**config.mk**
```make
export PLATFORM = sky130hd
export DESIGN_NAME = demux1to4_buf
export DESIGN_NICKNAME = d
export VERILOG_FILES = /design/src/rtl/demux1to4_buf.sv
export SDC_FILE = /design/constraint.sdc
export NUM_CORES = 1
export LEC_CHECK = 0
export ABC_AREA = 1
export CORE_MARGIN = 2
export CORE_UTILIZATION = 51
export CTS_CLUSTER_SIZE = 16
export DETAILED_ROUTE_END_ITERATION = 7
export PLACE_DENSITY = 0.93
export SLEW_MARGIN = 40
export SYNTH_ARGS = -nofsm -noshare
export SYNTH_HDL_FRONTEND = slang
export SYNTH_SLANG_ARGS = --single-unit
export TNS_END_PERCENT = 100
```
**constraint.sdc**
```tcl
create_clock -name clk -period 3.74 [get_ports clk]
set_input_delay 0.748 -clock clk [delete_from_list [all_inputs] [get_ports clk]]
set_output_delay 0.748 -clock clk [all_outputs]
set_load 0.005 [all_outputs]
```
**src/rtl/demux1to4_buf.sv**
```systemverilog
// One-to-four demultiplexer. Each output channel is a one-entry buffer with its own
// valid/ready handshake and a modulo-256 counter of words handed to its consumer.
module demux1to4_buf #(
  parameter int WIDTH = 32
) (
  input  logic             clk,
  input  logic             rst_n,
  input  logic [WIDTH-1:0] in_data,
  input  logic [1:0]       in_addr,
  input  logic             in_valid,
  output logic             in_ready,
  output logic [WIDTH-1:0] out_data0,
  output logic [WIDTH-1:0] out_data1,
  output logic [WIDTH-1:0] out_data2,
  output logic [WIDTH-1:0] out_data3,
  output logic [3:0]       out_valid,
  input  logic [3:0]       out_ready,
  output logic [7:0]       cnt0,
  output logic [7:0]       cnt1,
  output logic [7:0]       cnt2,
  output logic [7:0]       cnt3
);

  localparam logic EMPTY = 1'b0;
  localparam logic FULL  = 1'b1;

  logic [3:0]       r_state;
  logic [WIDTH-1:0] r_data [4];
  logic [7:0]       r_cnt  [4];

  logic             w_accept;
  logic [3:0]       w_load;
  logic [3:0]       w_deliver;

  // A full channel can still take a new word when its consumer drains it on the same edge.
  assign in_ready  = (r_state[in_addr] == EMPTY) | out_ready[in_addr];
  assign w_accept  = in_valid & in_ready;
  assign w_deliver = r_state & out_ready;

  always_comb begin
    w_load = 4'b0000;
    for (int k = 0; k < 4; k++) begin
      w_load[k] = w_accept && (in_addr == 2'(k));
    end
  end

  always_ff @(posedge clk or negedge rst_n) begin
    if (!rst_n) begin
      r_state <= {4{EMPTY}};
      for (int k = 0; k < 4; k++) begin
        r_data[k] <= '0;
        r_cnt[k]  <= 8'd0;
      end
    end else begin
      for (int k = 0; k < 4; k++) begin
        if (w_load[k]) begin
          r_state[k] <= FULL;
          r_data[k]  <= in_data;
        end else if (w_deliver[k]) begin
          r_state[k] <= EMPTY;
        end
        if (w_deliver[k]) begin
          r_cnt[k] <= r_cnt[k] + 8'd1;
        end
      end
    end
  end

  assign out_valid = r_state;
  assign out_data0 = r_data[0];
  assign out_data1 = r_data[1];
  assign out_data2 = r_data[2];
  assign out_data3 = r_data[3];
  assign cnt0      = r_cnt[0];
  assign cnt1      = r_cnt[1];
  assign cnt2      = r_cnt[2];
  assign cnt3      = r_cnt[3];

endmodule

```
== Word level (Yosys, flattened, before mapping) ==
Cells that the tools add are included.
Word-level totals
  register bits after elaboration: 164
  output and inout port bits: 165
  input port bits: 41
Operators by class
  bitwise gates (word level): 4
  $lt $le $gt $ge: 1
  equality and inequality tests: 3
  add/subtract/negate cells: 4
  muxes and demuxes: 12
  reductions and logical operators: 9
Operators with widths (count)
  8-bit by 1-bit adder with 8-bit output, second input constant: 4
  1-bit two-way mux: 10
  2-bit nonzero test: 4
  4-bit bitwise AND: 1
  1-bit binary-select mux with 2-bit select: 2
  2-bit == test, second input constant: 2
  1-bit logical AND: 4
  2-bit by 3-bit < comparator with 1-bit output, second input constant: 1
  2-bit by 1-bit == test with 1-bit output, second input constant: 1
  2-bit logical NOT: 1
  1-bit bitwise AND: 1
  1-bit inverter: 1
  1-bit bitwise OR: 1

== Longest topological paths before layout ==
  word-level depth: 7
  depth in mapped cells: 11
  mapped depth without buffers: 9

== Worst setup path after synthesis ==
Ideal clock, no wire load.
  path type: input -> output
  start point: input port in_addr[1]
  end point: output port in_ready
  setup slack: 1.534 ns
  data arrival time: 1.458 ns
  path buffers: 2
  cell stages on the path: 7
  data required time: 2.992 ns
  cells stage by stage: buf_4 > inv_1 > nand3_1 > nand2_1 > nor2_2 > nand2_4 > buf_2
Between the ends
  word-level cells in the longest chain between the ends: 4
  elaborated cells between the ends (all ways): 6
  those cells by class: mux: 4; bitwise: 2
Ends and longest elaborated chain
  start: declaration: RTL line 9  | input logic [1:0] in_addr,
  1-bit binary-select mux with 2-bit select: RTL line 36  | assign in_ready = (r_state[in_addr] == EMPTY) | out_ready[in_addr];
  1-bit two-way mux (not written as such): RTL line 36
  1-bit inverter: RTL line 36
  1-bit bitwise OR (*): RTL line 36
  end: declaration: RTL line 11  | output logic in_ready,
Every way passes the cells marked *; elsewhere a longest branch is shown, timed or not. The select of a mux whose other input is x is not followed.

== Worst setup path in the final report ==
  start point: input port in_addr[0]
  end point: output port in_ready
The elaborated chain is that of the path after synthesis.

==> qor.txt <==
OUTCOME
-------------------------------------------------------------------------------------
Run status                                                                  completed

STA
-------------------------------------------------------------------------------------
Final clock skew                                                              8.29 ps
Setup tns final                                                                  0 ps
Fin. max-slew vios                                                                  0
Worst max-slew margin expressed relative to the limit                           47.2%
Setup violation total in the final timing report                                    0
Final critical-path share of the clock period                                   88.5%
Fmax                                                                          302 MHz
Setup repair after global routing missed its margin                             false
Least-Margin Pin Slew                                                          792 ps
Final critical delay including setup and external delays                      3310 ps
Hold violation total from the final report                                          0

ROUTING
-------------------------------------------------------------------------------------
Routed len/inst                                                               18.5 µm
Post-route DRC violation count                                                      0
Post-detailed-route count of antenna-violating nets                                 0
Total via count in the routed design                                             6493
Routed vias/inst                                                                 5.74
Number of detailed-routing iterations run before antenna repair                     6
Post-Route WL                                                                21000 µm
DRC violation total after the first TritonRoute iteration                         743

SYNTHESIS
-------------------------------------------------------------------------------------
Synth warn                                                                          0
#FFs+latches synth                                                                164
Post-synthesis cell area                                                     7040 µm²
Area share of the largest cell type after synthesis                             58.3%
Seq/Total Area, Yosys                                                           58.3%
Mean Syn Cell Area                                                           9.28 µm²
Synthesized netlist cell count                                                    759
Cell type with the highest aggregate area in the netlist                 sky130_fd_sc_hd__dfrtp_1
Post-synth cell types                                                              24
Top area cells in the synthesized netlist                                sky130_fd_sc_hd__dfrtp_1, sky130_fd_sc_hd__nand2_1, sky130_fd_sc_hd__nand4_1
Syn nets                                                                          804

SETUP PATH
-------------------------------------------------------------------------------------
Arrival @ worst endpoint                                                      2560 ps
Critical path start-end classification                                         in2out
Most prevalent standard cell on the critical path                        sky130_fd_sc_hd__nand2_1
Delay of the slowest cell on the worst path                                    790 ps
Standard cell with the maximum stage delay on the critical path          sky130_fd_sc_hd__clkdlybuf4s50_1
Crit path cell chain                                                     clkdlybuf4s50_1, inv_2, nand2_1, nand2_1, nand2_1, nand2_1, nand2_4, clkdlybuf4s50_1
Launching element type of the critical path                              primary input
WP data required                                                              2990 ps
Biggest fanout along the worst timing path                                          8
Category of the worst setup path capture point                            output port

POWER
-------------------------------------------------------------------------------------
VDD IR-drop max                                                                324 µV
Power Density                                                              585 nW/µm²
Total Power Consumption                                                       5.67 mW
Leakage power figure                                                          4.76 nW

CLOCK TREE
-------------------------------------------------------------------------------------
Buffer count from post-CTS setup fixing                                             0
# clock sinks                                                                     164
Reg clk slew, reported paths                                                    60 ps
CTS Buf Count                                                                      17
CTS tree                                                                        built
Clock latency of the later-clocked register in the worst-skew pair             420 ps
Post-CTS resize count                                                               0
Bufs on Longest Clock Path                                                          2
H-tree level count                                                                  4
Count of hold-fix buffers inserted at cts                                           0
Clock root buffer master                                                 sky130_fd_sc_hd__clkbuf_16

PLACE
-------------------------------------------------------------------------------------
Port Buffer Count                                                                 205
Placed cell count                                                                1100
Final estimated routing congestion in global placement                          0.852
Half-perimeter wire length after detailed placement                          13300 µm

GRT
-------------------------------------------------------------------------------------
Antenna violations before repair                                                    0
Wire length of the first global-routing pass                                 33200 µm
Global router's overall resource usage                                          29.2%
Maximum number of pins on one net before global-route repair                      104
Vias in the first global route                                                   6404
Residual overflow from global routing                                               0

FINAL LAYOUT
-------------------------------------------------------------------------------------
Final antenna diode count                                                           0
Count of placed standard cells in the final layout, fillers left out             1132
FF+latch area                                                                4100 µm²
Fillcell total                                                                    924
Area growth from synthesis to layout                                            37.5%
Footprint of the multi-input gates                                           2510 µm²
Nets                                                                              988
Most frequent cells in the layout                                        sky130_fd_sc_hd__nand2_1, sky130_fd_sc_hd__clkdlybuf4s50_1, sky130_fd_sc_hd__dfrtp_1
Most frequent standard cell in the layout excluding fill and tap cells   sky130_fd_sc_hd__nand2_1
Share of layout cells above drive strength 1                                    6.07%

FLOW RUN
-------------------------------------------------------------------------------------
Max Cap Viol                                                                        0

DIE
-------------------------------------------------------------------------------------
Top-level I/O count                                                               206
Placeable core area                                                         13300 µm²
Vertical die dimension                                                         121 µm
Standard-cell rows                                                                 42
Effective utilization at floorplan                                              52.7%
Die area                                                                    14800 µm²
Chip width                                                                     121 µm

MIN PATH
-------------------------------------------------------------------------------------
Worst min-delay path class                                                   in2async

## metrics by stage
stage,hold slack [ps],cell area (µm²),util [%],setup WS (ps)
after floorplan,452,7040,-,1530
after global placement,453,9150,68.5,496
after detailed placement,457,9150,68.6,435
after CTS,368,9680,72.5,434
after global routing,395,9680,72.5,326
final,339,9680,72.5,429
## registers in the layout, indices dropped and copies added (netlist names)
name,cells
out_data0,32
out_data1,32
out_data2,32
out_data3,32
cnt0,8
cnt1,8
cnt2,8
cnt3,8
out_valid,4
## worst paths after layout
kind | startpoint | to | slack [ps] | depth (start not counted)
max in group asynchronous | rst_n | out_data1[11]$_DFFE_PN0P_ | 2540 | 2
worst max-delay path | in_addr[0] | in_ready | 430 | 8
worst max register to register | out_valid[3]$_DFFE_PN0P_ | out_data3[18]$_DFFE_PN0P_ | 1560 | 9
worst min register to register | out_data1[21]$_DFFE_PN0P_ | out_data1[21]$_DFFE_PN0P_ | 470 | 2
worst min-delay path | rst_n | cnt3[7]$_DFFE_PN0P_ | 340 | 1
min in group clk | out_data1[21]$_DFFE_PN0P_ | out_data1[21]$_DFFE_PN0P_ | 470 | 2
## cell type report
| class | instances | share of cell area (%) |
|---|---|---|
| clock buffers | 23 | 4.94 |
| clock inverters | 9 | 0.569 |
| inverters | 30 | 1.16 |
| multi-input cells | 510 | 25.9 |
| flip-flops and latches | 164 | 42.4 |
| well taps | 176 | 2.27 |
| repair buffers | 220 | 22.8 |
## cells in the mapped netlist
cell type / number
sky130_fd_sc_hd__nand2_1: 305
sky130_fd_sc_hd__xor2_1: 19
sky130_fd_sc_hd__o21ai_0: 8
sky130_fd_sc_hd__nand4_1: 129
sky130_fd_sc_hd__inv_1: 29
sky130_fd_sc_hd__nor3_1: 5
sky130_fd_sc_hd__nor2_8: 1
sky130_fd_sc_hd__buf_2: 14
sky130_fd_sc_hd__a21o_1: 2
sky130_fd_sc_hd__nor2_2: 1
sky130_fd_sc_hd__clkbuf_2: 1
sky130_fd_sc_hd__nand3_2: 4
sky130_fd_sc_hd__nand2_4: 1
sky130_fd_sc_hd__dfrtp_1: 164
sky130_fd_sc_hd__xnor2_1: 4
sky130_fd_sc_hd__clkbuf_1: 20
sky130_fd_sc_hd__mux2_2: 2
sky130_fd_sc_hd__buf_4: 2
sky130_fd_sc_hd__inv_2: 1
sky130_fd_sc_hd__nor2_1: 12
sky130_fd_sc_hd__buf_6: 13
sky130_fd_sc_hd__ha_1: 4
sky130_fd_sc_hd__nand3_1: 13
sky130_fd_sc_hd__buf_1: 5
## worst max-delay path: cells and delay by family
family	cells	cell delay, ps
buf+inv	3	1420
simple gates	5	380
## cells by family after synthesis
| family | count (synthesis) | synth area share, % |
|---|---|---|
| adders and majority gates | 4 | 0.711 |
| xor gates and xnor gates | 23 | 2.86 |
| DFF | 164 | 58.3 |
| and+or+nand+nor | 471 | 30.7 |
| muxes | 2 | 0.320 |
| buffers and inverters | 85 | 6.29 |
| AOI/OAI and AO/OA | 10 | 0.782 |
## report_power, final
group / internal, mW / switching [mW]
logic: 0.918 / 0.691
registers: 2.17 / 0.308
clock network: 0.895 / 0.685
total: 3.98 / 1.69
## per-layer routing
metal | vias to the layer above | wire (µm) | global-route usage [%] | share of wire, %
met5 | - | 0 | 0 | 0
met4 | 0 | 780 | 15.4 | 3.7
met3 | 64 | 1520 | 6.16 | 7.3
met2 | 347 | 10600 | 48.7 | 51
met1 | 3184 | 8010 | 35.8 | 38
li1 | 2898 | - | - | -
Power figures use the tool's default switching activity.
